## src/rtl/mem_stage_lsu_if.sv

```systemverilog
// rtl/mem_stage_lsu_if.sv - data-memory request/acknowledge bus between the memory stage and data memory
interface mem_stage_lsu_if #(
  parameter int D_WIDTH  = 32,
  parameter int MA_WIDTH = 32
);
  logic                   mem_req;
  logic                   mem_we;
  logic [MA_WIDTH-1:0]    mem_addr;
  logic [D_WIDTH/8-1:0]   mem_be;
  logic [D_WIDTH-1:0]     mem_wdata;
  logic                   mem_ack;
  logic [D_WIDTH-1:0]     mem_rdata;

  modport master (
    output mem_req, mem_we, mem_addr, mem_be, mem_wdata,
    input  mem_ack, mem_rdata
  );

  modport slave (
    input  mem_req, mem_we, mem_addr, mem_be, mem_wdata,
    output mem_ack, mem_rdata
  );
endinterface

```

## src/rtl/mem_stage_lsu.sv

```systemverilog
// rtl/mem_stage_lsu.sv - memory stage: sub-word load/store, variable-latency handshake, M/W register
// Optional MISALIGN_TRAP_EN: trap misaligned accesses instead of truncating the lane offset.
module mem_stage_lsu #(
  parameter int D_WIDTH  = 32,
  parameter int A_WIDTH  = 5,
  parameter int MA_WIDTH = 32
) (
  input  logic                clk,
  input  logic                rst_n,
  input  logic                RegWriteM_i,
  input  logic                MemReadM,
  input  logic                MemWriteM,
  input  logic [2:0]          Funct3M,
  input  logic [1:0]          ResultSrcM_i,
  input  logic [D_WIDTH-1:0]  PCPlus4M_i,
  input  logic [D_WIDTH-1:0]  ALUResultM_i,
  input  logic [D_WIDTH-1:0]  WriteDataM,
  input  logic [A_WIDTH-1:0]  RdM_i,
  input  logic                FlushW,
  mem_stage_lsu_if.master     mem,
  output logic                StallM,
  output logic                MisalignM,
  output logic                RegWriteM_o,
  output logic [A_WIDTH-1:0]  RdM_o,
  output logic [D_WIDTH-1:0]  ALUResultM_o,
  output logic                RegWriteW,
  output logic [1:0]          ResultSrcW,
  output logic [A_WIDTH-1:0]  RdW,
  output logic [D_WIDTH-1:0]  ALUResultW,
  output logic [D_WIDTH-1:0]  ReadDataW,
  output logic [D_WIDTH-1:0]  PCPlus4W
);
  localparam int NB     = D_WIDTH / 8;
  localparam int LANE_W = $clog2(NB);

  typedef enum logic {S_IDLE, S_WAIT} state_t;

  state_t               state_q, state_d;
  logic                 req_we_q, req_we_d;
  logic [MA_WIDTH-1:0]  req_addr_q, req_addr_d;
  logic [NB-1:0]        req_be_q, req_be_d;
  logic [D_WIDTH-1:0]   req_wdata_q, req_wdata_d;
  logic                 reg_write_w_q, reg_write_w_d;
  logic [1:0]           result_src_w_q, result_src_w_d;
  logic [A_WIDTH-1:0]   rd_w_q, rd_w_d;
  logic [D_WIDTH-1:0]   alu_result_w_q, alu_result_w_d;
  logic [D_WIDTH-1:0]   read_data_w_q, read_data_w_d;
  logic [D_WIDTH-1:0]   pc_plus4_w_q, pc_plus4_w_d;

  logic [LANE_W-1:0]    lane, lane_al, size_mask;
  logic [3:0]           nbytes;
  logic                 access, size_ok, legal, issue, stall_c, capture, sign_bit;
  logic [MA_WIDTH-1:0]  addr_c;
  logic [NB-1:0]        be_c;
  logic [D_WIDTH-1:0]   wdata_c, shifted, load_data;

  always_comb begin
    access    = MemReadM | MemWriteM;
    lane      = ALUResultM_i[LANE_W-1:0];
    nbytes    = 4'd1 << Funct3M[1:0];
    size_mask = LANE_W'(nbytes - 4'd1);
    lane_al   = lane & ~size_mask;
    size_ok   = (Funct3M != 3'b111) && (int'(nbytes) <= NB);
`ifdef MISALIGN_TRAP_EN
    legal     = size_ok && ((lane & size_mask) == '0);
`else
    legal     = size_ok;
`endif
    issue     = access && legal;
    addr_c    = MA_WIDTH'(ALUResultM_i) & ~MA_WIDTH'(NB - 1);

    // Store data is replicated per access size so any enabled lane sees the right byte.
    be_c    = '0;
    wdata_c = '0;
    for (int i = 0; i < NB; i++) begin
      be_c[i] = (i >= int'(lane_al)) && (i < int'(lane_al) + int'(nbytes));
      case (Funct3M[1:0])
        2'd0:    wdata_c[8*i +: 8] = WriteDataM[7:0];
        2'd1:    wdata_c[8*i +: 8] = WriteDataM[8*(i%2) +: 8];
        2'd2:    wdata_c[8*i +: 8] = WriteDataM[8*(i%4) +: 8];
        default: wdata_c[8*i +: 8] = WriteDataM[8*i +: 8];
      endcase
    end

    shifted = mem.mem_rdata >> {lane_al, 3'b000};
    case (Funct3M[1:0])
      2'd0:    sign_bit = shifted[7];
      2'd1:    sign_bit = shifted[15];
      2'd2:    sign_bit = shifted[31];
      default: sign_bit = shifted[D_WIDTH-1];
    endcase
    load_data = '0;
    for (int i = 0; i < D_WIDTH; i++) begin
      load_data[i] = (i < 8 * int'(nbytes)) ? shifted[i] : (sign_bit & ~Funct3M[2]);
    end
  end

  always_comb begin
    state_d     = state_q;
    req_we_d    = req_we_q;
    req_addr_d  = req_addr_q;
    req_be_d    = req_be_q;
    req_wdata_d = req_wdata_q;
    stall_c     = 1'b0;
    case (state_q)
      S_IDLE: begin
        req_we_d    = MemWriteM;
        req_addr_d  = addr_c;
        req_be_d    = be_c;
        req_wdata_d = wdata_c;
        if (issue && !mem.mem_ack) begin
          state_d = S_WAIT;
          stall_c = 1'b1;
        end
      end
      S_WAIT: begin
        if (mem.mem_ack) state_d = S_IDLE;
        else             stall_c = 1'b1;
      end
      default: state_d = S_IDLE;
    endcase

    // Stalled, flushed or illegal accesses load a bubble so writeback never repeats.
    capture        = !stall_c && !FlushW && !(access && !legal);
    reg_write_w_d  = capture ? RegWriteM_i  : 1'b0;
    result_src_w_d = capture ? ResultSrcM_i : 2'b00;
    rd_w_d         = capture ? RdM_i        : '0;
    alu_result_w_d = capture ? ALUResultM_i : '0;
    pc_plus4_w_d   = capture ? PCPlus4M_i   : '0;
    read_data_w_d  = (capture && MemReadM) ? load_data : '0;
  end

  always_ff @(posedge clk or negedge rst_n) begin
    if (!rst_n) begin
      state_q        <= S_IDLE;
      req_we_q       <= 1'b0;
      req_addr_q     <= '0;
      req_be_q       <= '0;
      req_wdata_q    <= '0;
      reg_write_w_q  <= 1'b0;
      result_src_w_q <= 2'b00;
      rd_w_q         <= '0;
      alu_result_w_q <= '0;
      read_data_w_q  <= '0;
      pc_plus4_w_q   <= '0;
    end else begin
      state_q        <= state_d;
      req_we_q       <= req_we_d;
      req_addr_q     <= req_addr_d;
      req_be_q       <= req_be_d;
      req_wdata_q    <= req_wdata_d;
      reg_write_w_q  <= reg_write_w_d;
      result_src_w_q <= result_src_w_d;
      rd_w_q         <= rd_w_d;
      alu_result_w_q <= alu_result_w_d;
      read_data_w_q  <= read_data_w_d;
      pc_plus4_w_q   <= pc_plus4_w_d;
    end
  end

  // Reset gates the combinational handshake outputs so they drop without a clock edge.
  assign mem.mem_req   = rst_n && ((state_q == S_WAIT) || issue);
  assign mem.mem_we    = (state_q == S_WAIT) ? req_we_q    : MemWriteM;
  assign mem.mem_addr  = (state_q == S_WAIT) ? req_addr_q  : addr_c;
  assign mem.mem_be    = (state_q == S_WAIT) ? req_be_q    : be_c;
  assign mem.mem_wdata = (state_q == S_WAIT) ? req_wdata_q : wdata_c;
  assign StallM        = rst_n && stall_c;
`ifdef MISALIGN_TRAP_EN
  assign MisalignM     = rst_n && access && !legal;
`else
  assign MisalignM     = 1'b0;
`endif

  assign RegWriteM_o   = RegWriteM_i;
  assign RdM_o         = RdM_i;
  assign ALUResultM_o  = ALUResultM_i;
  assign RegWriteW     = reg_write_w_q;
  assign ResultSrcW    = result_src_w_q;
  assign RdW           = rd_w_q;
  assign ALUResultW    = alu_result_w_q;
  assign ReadDataW     = read_data_w_q;
  assign PCPlus4W      = pc_plus4_w_q;
endmodule

```

## src/flat_wrapper.sv

```systemverilog
// flat-port wrapper written by rule: the top's interface ports become plain ports
module mem_stage_lsu_flat 
#(
  parameter int D_WIDTH  = 32,
  parameter int A_WIDTH  = 5,
  parameter int MA_WIDTH = 32
)
  (clk, rst_n, RegWriteM_i, MemReadM, MemWriteM, Funct3M, ResultSrcM_i, PCPlus4M_i, ALUResultM_i, WriteDataM, RdM_i, FlushW, StallM, MisalignM, RegWriteM_o, RdM_o, ALUResultM_o, RegWriteW, ResultSrcW, RdW, ALUResultW, ReadDataW, PCPlus4W, mem_mem_req, mem_mem_we, mem_mem_addr, mem_mem_be, mem_mem_wdata, mem_mem_ack, mem_mem_rdata);
  mem_stage_lsu_if #(.D_WIDTH(D_WIDTH), .MA_WIDTH(MA_WIDTH)) mem_i ();
  input  logic clk;
  input  logic rst_n;
  input  logic RegWriteM_i;
  input  logic MemReadM;
  input  logic MemWriteM;
  input  logic [2:0] Funct3M;
  input  logic [1:0] ResultSrcM_i;
  input  logic [D_WIDTH-1:0] PCPlus4M_i;
  input  logic [D_WIDTH-1:0] ALUResultM_i;
  input  logic [D_WIDTH-1:0] WriteDataM;
  input  logic [A_WIDTH-1:0] RdM_i;
  input  logic FlushW;
  output logic StallM;
  output logic MisalignM;
  output logic RegWriteM_o;
  output logic [A_WIDTH-1:0] RdM_o;
  output logic [D_WIDTH-1:0] ALUResultM_o;
  output logic RegWriteW;
  output logic [1:0] ResultSrcW;
  output logic [A_WIDTH-1:0] RdW;
  output logic [D_WIDTH-1:0] ALUResultW;
  output logic [D_WIDTH-1:0] ReadDataW;
  output logic [D_WIDTH-1:0] PCPlus4W;
  output wire logic [$bits(mem_i.mem_req)-1:0] mem_mem_req;
  output wire logic [$bits(mem_i.mem_we)-1:0] mem_mem_we;
  output wire logic [$bits(mem_i.mem_addr)-1:0] mem_mem_addr;
  output wire logic [$bits(mem_i.mem_be)-1:0] mem_mem_be;
  output wire logic [$bits(mem_i.mem_wdata)-1:0] mem_mem_wdata;
  input wire logic [$bits(mem_i.mem_ack)-1:0] mem_mem_ack;
  input wire logic [$bits(mem_i.mem_rdata)-1:0] mem_mem_rdata;
  assign mem_mem_req = mem_i.mem_req;
  assign mem_mem_we = mem_i.mem_we;
  assign mem_mem_addr = mem_i.mem_addr;
  assign mem_mem_be = mem_i.mem_be;
  assign mem_mem_wdata = mem_i.mem_wdata;
  assign mem_i.mem_ack = mem_mem_ack;
  assign mem_i.mem_rdata = mem_mem_rdata;
  mem_stage_lsu #(.D_WIDTH(D_WIDTH), .A_WIDTH(A_WIDTH), .MA_WIDTH(MA_WIDTH)) u_core (.clk(clk), .rst_n(rst_n), .RegWriteM_i(RegWriteM_i), .MemReadM(MemReadM), .MemWriteM(MemWriteM), .Funct3M(Funct3M), .ResultSrcM_i(ResultSrcM_i), .PCPlus4M_i(PCPlus4M_i), .ALUResultM_i(ALUResultM_i), .WriteDataM(WriteDataM), .RdM_i(RdM_i), .FlushW(FlushW), .mem(mem_i), .StallM(StallM), .MisalignM(MisalignM), .RegWriteM_o(RegWriteM_o), .RdM_o(RdM_o), .ALUResultM_o(ALUResultM_o), .RegWriteW(RegWriteW), .ResultSrcW(ResultSrcW), .RdW(RdW), .ALUResultW(ALUResultW), .ReadDataW(ReadDataW), .PCPlus4W(PCPlus4W));
endmodule
```

## config.mk

```make
export PLATFORM = sky130hd
export DESIGN_NAME = mem_stage_lsu_flat
export DESIGN_NICKNAME = d
export VERILOG_FILES = /design/src/rtl/mem_stage_lsu_if.sv /design/src/rtl/mem_stage_lsu.sv /design/src/flat_wrapper.sv
export SDC_FILE = /design/constraint.sdc
export NUM_CORES = 1
export LEC_CHECK = 0
export ABC_AREA = 1
export CELL_PAD_IN_SITES_DETAIL_PLACEMENT = 1
export CELL_PAD_IN_SITES_GLOBAL_PLACEMENT = 1
export CORE_ASPECT_RATIO = 0.8
export CORE_MARGIN = 2
export CORE_UTILIZATION = 26
export DETAILED_ROUTE_END_ITERATION = 10
export PLACE_DENSITY = 0.85
export SLEW_MARGIN = 20
export SYNTH_ARGS = -nofsm -noshare
export SYNTH_HDL_FRONTEND = slang
export SYNTH_SLANG_ARGS = --single-unit
```

## constraint.sdc

```tcl
create_clock -name clk -period 3.1 [get_ports clk]
set_clock_uncertainty 0.1 [all_clocks]
set_input_delay 0.775 -clock clk [delete_from_list [all_inputs] [get_ports clk]]
set_output_delay 0.775 -clock clk [all_outputs]
set_load 0.02 [all_outputs]
```

After elaboration in Yosys (flattened, before gate mapping)
Cells that the tools add are included.
- $add $sub $neg: 2
- multiply operators: 0
- div/mod/pow operators: 0
- order comparisons: 40
- equal/unequal tests: 2
- shift-type cells: 2
- mux-type cells: 49
- bitwise gates (word level): 6
- reduce and logical (&&, ||, !) cells: 20
- operators with widths (cell ; number):
    $mux 32 ; 5
    $lt 5x7->1 const A ; 16
    $lt 4x7->1 const A ; 8
    $mux 1 ; 36
    $lt 3x32->1 const A ; 1
    $shr 32x5->32 ; 1
    $lt 3x7->1 const A ; 4
    $mux 8 ; 2
    $pmux 8 s2 ; 1
    $lt 1x7->1 const A ; 2
    $lt 2x7->1 const A ; 2
    $logic_and 1x1->1 ; 12
    $lt 1x5->1 const A ; 2
    $add 2x4->5 ; 1
    $logic_not 1->1 ; 5
    $lt 2x5->1 const A ; 1
    $mux 5 ; 1
    $ge 1x2->1 const A ; 2
    $le 4x3->1 const B ; 1
    $mux 4 ; 1
    $pmux 1 s2 ; 2
    $shl 1x2->4 const A ; 1
    $ne 3x3->1 const B ; 1
    $and 2x2->2 ; 1
    11 further kinds ; 12
- bits in registers: 174
- latch bits: 0
- RAM bits: 0
- ROM bits: 0
- input port bits: 145
- output and inout port bits: 214
- logic and storage cells: 132
- memories kept: 0

Depth between registers and ports, before layout
Gate-level depths: netlist (run 1).
- word-level depth: 12
- mapped depth: 11
- gate-level depth less buffers: 10

Least setup slack after synthesis (run 1)
OpenSTA, ideal clock, no wires.
- path type: input to output
- start: in Funct3M[1]
- end: out mem_mem_be[0]
- arrival: 2.616 ns
- required time: 2.225 ns
- slack: -0.391 ns
- stages: 11
- path buffers: 2
- cell sequence: buf_6 inv_1 nand2_1 clkbuf_1 o21ai_0 ha_1 xnor2_1 and2_1 nand2_1 o21ai_0 o21ai_0
- cells in the longest elaborated chain, start to end: 8
- elaborated cells on any way between the ends: 9
- classes of those cells: 2 x add/sub; 2 x order compare; 1 x shift; 1 x mux; 2 x bitwise; 1 x reduce/logical
- RTL lines (element ; line ; text):
    start, declared ; flat_wrapper.sv:15 ; input logic [2:0] Funct3M;
    $shl 1x2->4 (*) ; mem_stage_lsu.sv:60 ; nbytes = 4'd1 << Funct3M[1:0];
    $sub 2x1->2 ; mem_stage_lsu.sv:61 ; size_mask = LANE_W'(nbytes - 4'd1);
    $not 2->2 ; mem_stage_lsu.sv:62 ; lane_al = lane & ~size_mask;
    $and 2x2->2 ; mem_stage_lsu.sv:62 ;
    $add 2x4->5 ; mem_stage_lsu.sv:76 ; be_c[i] = (i >= int'(lane_al)) && (i < int'(lane_al) + int'(nbytes));
    $lt 1x5->1 ; mem_stage_lsu.sv:76 ;
    $logic_and 1x1->1 (*) ; mem_stage_lsu.sv:76 ;
    $mux 4 (*) ; mem_stage_lsu.sv:165 ; assign mem.mem_be = (state_q == S_WAIT) ? req_be_q : be_c;
    end, declared ; flat_wrapper.sv:36 ; output wire logic [$bits(mem_i.mem_be)-1:0] mem_mem_be;
Mark *: on every way between the ends. The rest lies on a longest branch, timed or not.

Worst setup path after layout (run 1)
- start: in ALUResultM_i[0]
- end: out mem_mem_be[1]
- cells in the longest elaborated chain, start to end: 5
- elaborated cells on any way between the ends: 6
- classes of those cells: 1 x add/sub; 2 x order compare; 1 x mux; 1 x bitwise; 1 x reduce/logical
- RTL lines (element ; line ; text):
    start, declared ; flat_wrapper.sv:18 ; input logic [D_WIDTH-1:0] ALUResultM_i;
    $and 2x2->2 (*) ; mem_stage_lsu.sv:62 ;
    $add 2x4->5 ; mem_stage_lsu.sv:76 ;
    $lt 1x5->1 ; mem_stage_lsu.sv:76 ;
    $logic_and 1x1->1 (*) ; mem_stage_lsu.sv:76 ;
    $mux 4 (*) ; mem_stage_lsu.sv:165 ;
Marked as above.

==> results.md, run 1 <==
- Synthesized area per cell: 9.30 um^2
- Max Clock Freq: 321 MHz
- CP max FO: 3
- Mux cell area share after synthesis: 0
- DRT iter0 DRCs: 257
- Post-DP HPWL: 20.0 mm
- Clock Tree Buf Depth: 2
- Mapped Nets: 930
- Largest net degree at the start of global routing: 172
- Fin crit period: 3.11 ns
- Hold Buf Count CTS: 0
- Pwr/cell area: 512 nW/um^2
- First-pass GRT wire length: 41.7 mm
- Pins over their slew limit: 0
- Crit start category: primary input
- Post-route ant nets: 0
- Leak pwr: 5.71 nW
- R2R Setup Slk: 1.21 ns
- Synth async-reset ratio: 1.00
- Least-Margin Pin Slew: 0.971 ns
- Number of enable flip-flop cells after synthesis: 0
- Routed WL per cell: 18.0 um
- Cts bufs inserted: 17
- Filler instances: 3,091
- CTS tree: done
- Area after DPL: 11,200 um^2
- Failing checks: setup timing
- Yosys reg bits: 174
- Layout area overhead: 63.4%
- Depth of the CTS H-tree: 4
- Final Hold Fails: 0
- I/O Pins: 359
- Synth Warn #: 0
- Synth Cell Area: 7290 um^2
- Max_slew headroom: 0.353
- Placer congestion estimate: 0.795
- Clock latency on the worst-skew pair: 0.42 ns
- Cell Rows: 54
- RR Startpoint: u_core.state_q$_DFF_PN0_
- Commonest cells post-synth: 174 x dfrtp_1, 134 x nand2_1, 110 x nor2_1, 96 x inv_1, 67 x o21ai_0
- Overall Global Routing Usage: 0.186
- Crit share post-route: 1.00
- # DRC: 0
- Worst-path clk slew: 0.08 ns
- Overflow after GRT: 0
- XOR/XNOR Fraction of Synth Area: 0.00120
- R2R cell count: 10
- DIE AREA: 29,400 um^2
- PortBufs: 357
- CP endpoint kind: output pin
- Number of global-route vias before repair: 7,217
- Chip Width: 191 um
- Simple-Gate Fraction of Synth Area: 0.153
- DR vias: 6,548
- FF-to-FF End: u_core.ReadDataW[3]$_DFF_PN0_
- Syn Inst Count: 784
- Area contributors post-synth: dfrtp_1 60%, nand2_1 6.9%, nor2_1 5.7%
- Via density: 4.35
- Die height: 154 um
- TritonCTS Sinks: 174
- RSZ-0062 raised after global routing: yes
- Largest family of logic cells by synthesized area: simple AND/OR/NAND/NOR gates
- Critical Path AT: 2.24 ns
- Initial antenna violation count: 2
- Area leader, netlist: dfrtp_1
- Final instance area: 11,900 um^2
- Wirelength, routed: 27.1 mm
- Count leader, synth: dfrtp_1
- Synth cell types: 34
- HP Class: in -> async
- Final core occ: 0.434
- Critical path required time: 2.22 ns
- Peak VDD IR: 0.000358 V
- Synth Area in Compound Gates: 0.124
- Maxcap violations: 0
- Sequence of cells on the critical path: dlygate4sd2_1, nand2_4, clkinv_4, ha_4, xnor2_2, and2_4, nand2_4, buf_4, a22o_4, buf_6
- Drt first pass iters: 4
- Layout net count: 1,272
- CP max-delay cell: dlygate4sd2_1
- Crit-path most repeated cell: nand2_4
- Top cell type's share of synthesized area: 0.597
- Status: finished with violations
- Initial Util: 0.266
- Post-synth top flop: dfrtp_1
- CORE AREA: 27,400 um^2
- Adder-cell share of the synthesized area: 0.00172
- Crit-path max cell delay: 0.27 ns
- Setup violators final: 1
- Critical path type: in -> out
- Layout cell share with drive strength beyond 1: 0.146
- Root buffer cell: clkbuf_16
- Sequential share of the synthesized area: 0.597
- Worst setup margin: -0.0138 ns
==> through the flow <==
step                setup WS, ns  hold WS (ns)  total power, W  instances  TNS, ns
floorplan                0.00812         0.379         0.00316        784        0
global placement          -0.872         0.345         0.00394       1464   -17.85
detailed placement        -0.960         0.360         0.00397       1464   -21.14
CTS                    0.0000273        0.0222         0.00617       1501        0
global route             -0.0766        0.0206         0.00637       1503   -0.102
finish                   -0.0138        0.0433         0.00610       1504  -0.0138
==> flip-flops by register name (all words and copies together) (netlist names) <==
signal	count
u_core.req_be_q	4
u_core.ReadDataW	32
u_core.ALUResultW	32
u_core.req_addr_q	32
u_core.RdW	5
u_core.state_q	1
u_core.req_we_q	1
u_core.RegWriteW	1
u_core.ResultSrcW	2
u_core.req_wdata_q	32
u_core.PCPlus4W	32
==> per-layer routing <==
metal	global-route usage	vias to the layer above	routed length, um
met3	0.0539	30	2100
met2	0.331	236	13700
met4	0.0516	0	408
met1	0.218	3198	10900
met5	0	-	0
li1	-	3084	-
==> cell families (layout without fill, tap and decap cells) <==
logic type | Yosys count | in the layout
DFF | 174 | 174
and+or+nand+nor | 273 | 273
adders and majority gates | 1 | 1
buffers and inverters | 180 | 535
AOI/OAI and AO/OA | 154 | 154
other | 1 | 2
xor gates and xnor gates | 1 | 1
==> where the power goes <==
group,switching (W),internal [W]
sequential,0.0000516,0.00244
clock,0.00106,0.00115
combinational,0.000784,0.000615
total,0.00190,0.00420
==> critical path: cells and delay by family <==
kind                     cells  cell delay, ns
adder cells (fa/ha/maj)      1            0.16
buffers and inverters        4            0.59
AND/OR/NAND/NOR              3            0.34
AO/OA/AOI/OAI                1            0.23
XOR/XNOR                     1            0.14
==> cell usage in the layout (no fill, tap or decap), types with 9 or more instances in the layout <==
cell type	Yosys	routed
clkbuf_16	0	17
nor2_1	110	110
o21ai_0	67	62
buf_4	40	42
clkdlybuf4s50_1	0	289
nand3_1	12	12
dfrtp_1	174	173
a21oi_1	31	30
o21ai_1	12	13
buf_2	5	9
a21oi_2	22	23
dlygate4sd2_1	0	29
buf_12	0	11
nand2_1	134	131
inv_1	96	93
==> layout make-up <==
type / count / area, um^2 / share of cell area
clock inverter: 15 / 178 / 0.0149
sequential: 174 / 4360 / 0.366
clock buffer: 17 / 425 / 0.0357
antenna: 1 / 2.50 / 0.000210
tap: 364 / 455 / 0.0382
timing repair buffer: 402 / 3990 / 0.335
multi-input combinational: 430 / 2110 / 0.177
inverter: 101 / 389 / 0.0327
==> repair_timing <==
item,in CTS,in global routing
buffers inserted,5,2
pin swaps,6,5
setup endpoints to repair,47,11
gates resized for setup,140,17
hold endpoints to repair,0,0
==> worst max path at each step <==
stage | start | to | cells after the start
2_1_floorplan | Funct3M[1] | mem_mem_be[0] | 11
3_3_place_gp | Funct3M[1] | mem_mem_be[0] | 11
3_5_place_dp | Funct3M[1] | mem_mem_be[1] | 11
4_1_cts | Funct3M[0] | mem_mem_be[1] | 12
5_1_grt | Funct3M[0] | mem_mem_be[1] | 12
6_report | ALUResultM_i[0] | mem_mem_be[1] | 10
Power figures use the tool's default switching activity.
==> run 2, diff against run 1 <==
Settings changed: CORE_ASPECT_RATIO 0.8 to 1.1.
==> run 2 against run 1 <==
Compared with the run above:
- the flow now finishes without violations
- clock power grew 3%
- non-clock buffer count rose by 18
- wire length fell by 0.32%
- highest routed layer unchanged
==> results.md, run 2 (synthesized netlist as in run 1, its figures left out) <==
- Status: completed
- Maxcap violations: 0
- FF-to-FF End: u_core.ReadDataW[3]$_DFF_PN0_
- Multi-input gate area: 2080 um^2
- R2R Setup Slk: 1.15 ns
- # DRC: 0
- Leak pwr: 5.80 nW
- Layout cell share with drive strength beyond 1: 0.138
- Crit share post-route: 0.984
- Depth of the CTS H-tree: 4
- Post-DP HPWL: 19.9 mm
- WP depth: 12
- Routed WL per cell: 17.8 um
- Number of global-route vias before repair: 7,431
- CP endpoint kind: output pin
- Via density: 4.39
- Placer congestion estimate: 0.814
- Post-route ant nets: 0
- Crit-path most repeated cell: buf_6
- Crit start category: primary input
- Critical path required time: 2.22 ns
- Initial antenna violation count: 1
- Drt first pass iters: 4
- Filler instances: 3,207
- Critical path origin: Funct3M[0]
- RR Startpoint: u_core.state_q$_DFF_PN0_
- DR vias: 6,680
- Pins over their slew limit: 0
- Hold Buf Count CTS: 0
- Clock power share: 0.370
- P_sw: 0.00183 W
- Critical path destination: mem_mem_be[1]
- CORE AREA: 27,700 um^2
- Sequence of cells on the critical path: buf_6, buf_6, nor2_4, nand2_4, clkinv_4, ha_4, xnor2_2, and2_4, nand2_4, buf_6, a22o_1, buf_6
- Final core occ: 0.432
- Pwr/cell area: 515 nW/um^2
- Cts bufs inserted: 17
- Worst setup margin: 0.0501 ns
- Area after DPL: 11,300 um^2
- CP top delay family: buffers and inverters
- Layout net count: 1,290
- Critical Path AT: 2.17 ns
- Clock Tree Buf Depth: 2
- Cell Rows: 64
- Setup violators final: 0
- Final instance area: 12,000 um^2
- Seq pwr share: 0.404
- PortBufs: 357
- Wirelength, routed: 27.0 mm
- Met2 Use GR: 0.349
- Layout area overhead: 64.3%
- Largest net degree at the start of global routing: 175
- Overflow after GRT: 0
- I/O Pins: 359
- Combinational power share: 0.226
- Chip Width: 164 um
- Initial Util: 0.263
- Die height: 180 um
- Worst hold stages: 2
- Final Hold Fails: 0
- R2R cell count: 10
- Critical path type: in -> out
- Busiest grt layer: met2
- Cell-internal power: 0.00434 W
- Peak VDD IR: 0.000300 V
- TritonCTS Sinks: 174
- Reg area: 4360 um^2
- CTS tree: done
- Dpl ws: -0.949 ns
- First-pass GRT wire length: 41.8 mm
- CP max-delay cell: a22o_1
- Met3 Use GR: 0.0413
- M1 GR Usage: 0.199
- Crit-path max cell delay: 0.20 ns
- Switching share of power: 0.296
- DRT iter0 DRCs: 307
- DIE AREA: 29,400 um^2
- Most frequent cells in the layout: 289 x clkdlybuf4s50_1, 173 x dfrtp_1, 132 x nand2_1, 110 x nor2_1, 93 x inv_1
- HP Class: reg -> reg
- Setup TNS: 0 ns
- Clock latency on the worst-skew pair: 0.42 ns
- Overall Global Routing Usage: 0.184
- Max Clock Freq: 328 MHz
- Worst Path Buf+Inv: 5
- Least-Margin Pin Slew: 0.981 ns
- CP max FO: 3
- Root buffer cell: clkbuf_16
- Fin crit period: 3.05 ns
- Worst-path clk slew: 0.06 ns
- Commonest non-fill, non-tap cell in the layout: clkdlybuf4s50_1
- Max_slew headroom: 0.346
run 2: changes by cell type in the layout (fill, tap and decap cells not counted), sizes merged:
cell / change
dlygate4sd2: +13
clkdlybuf4s15: -3
buf: +3
dlymetal6s2s: +2
clkinv: -4
bufinv: +2
clkinvlp: +1
clkbuf: +4
run 2: tightest hold or removal path: cells and delay by family, from the launching register on:
kind / cells / cell delay, ns
flops: 1 / 0.32
simple gates: 2 / 0.12
run 2: area by class of cell:
cell class / count / share of cell area
diodes: 1 / 0.000209
clock buffers: 18 / 0.0358
clock inverters: 14 / 0.0151
inverters: 101 / 0.0322
multi-input cells: 430 / 0.174
flip-flops and latches: 174 / 0.364
well taps: 363 / 0.0379
repair buffers: 420 / 0.341
run 2: what timing repair did:
action / 4_1_cts / 5_1_grt
pin swaps: 6 / 5
setup endpoints to repair: 55 / 23
gates resized for setup: 102 / 25
buffers inserted: 4 / 2
run 2: routing by layer:
metal | part of all wire | wire (um) | up-vias
li1 | - | - | 3114
met1 | 0.37 | 10100 | 3284
met2 | 0.55 | 14900 | 245
met3 | 0.054 | 1470 | 37
met4 | 0.022 | 587 | 0
met5 | 0 | 0 | -
run 2: how the worst min path moves through the flow:
stage	slack (ns)	from	to
after floorplan	0.38	rst_n	u_core.ALUResultW[0]$_DFF_PN0_
after global placement	0.35	u_core.req_addr_q[1]$_DFF_PN0_	u_core.req_addr_q[1]$_DFF_PN0_
after detailed placement	0.37	u_core.req_wdata_q[7]$_DFF_PN0_	u_core.req_wdata_q[7]$_DFF_PN0_
after CTS	0.38	u_core.req_wdata_q[1]$_DFF_PN0_	u_core.req_wdata_q[1]$_DFF_PN0_
after global routing	0.40	u_core.req_wdata_q[1]$_DFF_PN0_	u_core.req_wdata_q[1]$_DFF_PN0_
final	0.38	u_core.req_wdata_q[1]$_DFF_PN0_	u_core.req_wdata_q[1]$_DFF_PN0_
run 2: per-stage QoR:
step | instances | power [W] | hold WS [ns]
2_1_floorplan | 784 | 0.00316 | 0.379
3_3_place_gp | 1483 | 0.00394 | 0.349
3_5_place_dp | 1483 | 0.00398 | 0.366
4_1_cts | 1519 | 0.00626 | 0.380
5_1_grt | 1521 | 0.00645 | 0.399
6_report | 1521 | 0.00617 | 0.377
run 2: power by group through the flow:
| stage | registers, W | logic, W | clock network [W] |
|---|---|---|---|
| 3_3_place_gp | 0.00253 | 0.00141 | 0 |
| 5_1_grt | 0.00250 | 0.00150 | 0.00244 |
| 6_report | 0.00249 | 0.00140 | 0.00228 |
| 4_1_cts | 0.00249 | 0.00142 | 0.00235 |
| 2_1_floorplan | 0.00260 | 0.000558 | 0 |
| 3_5_place_dp | 0.00254 | 0.00145 | 0 |
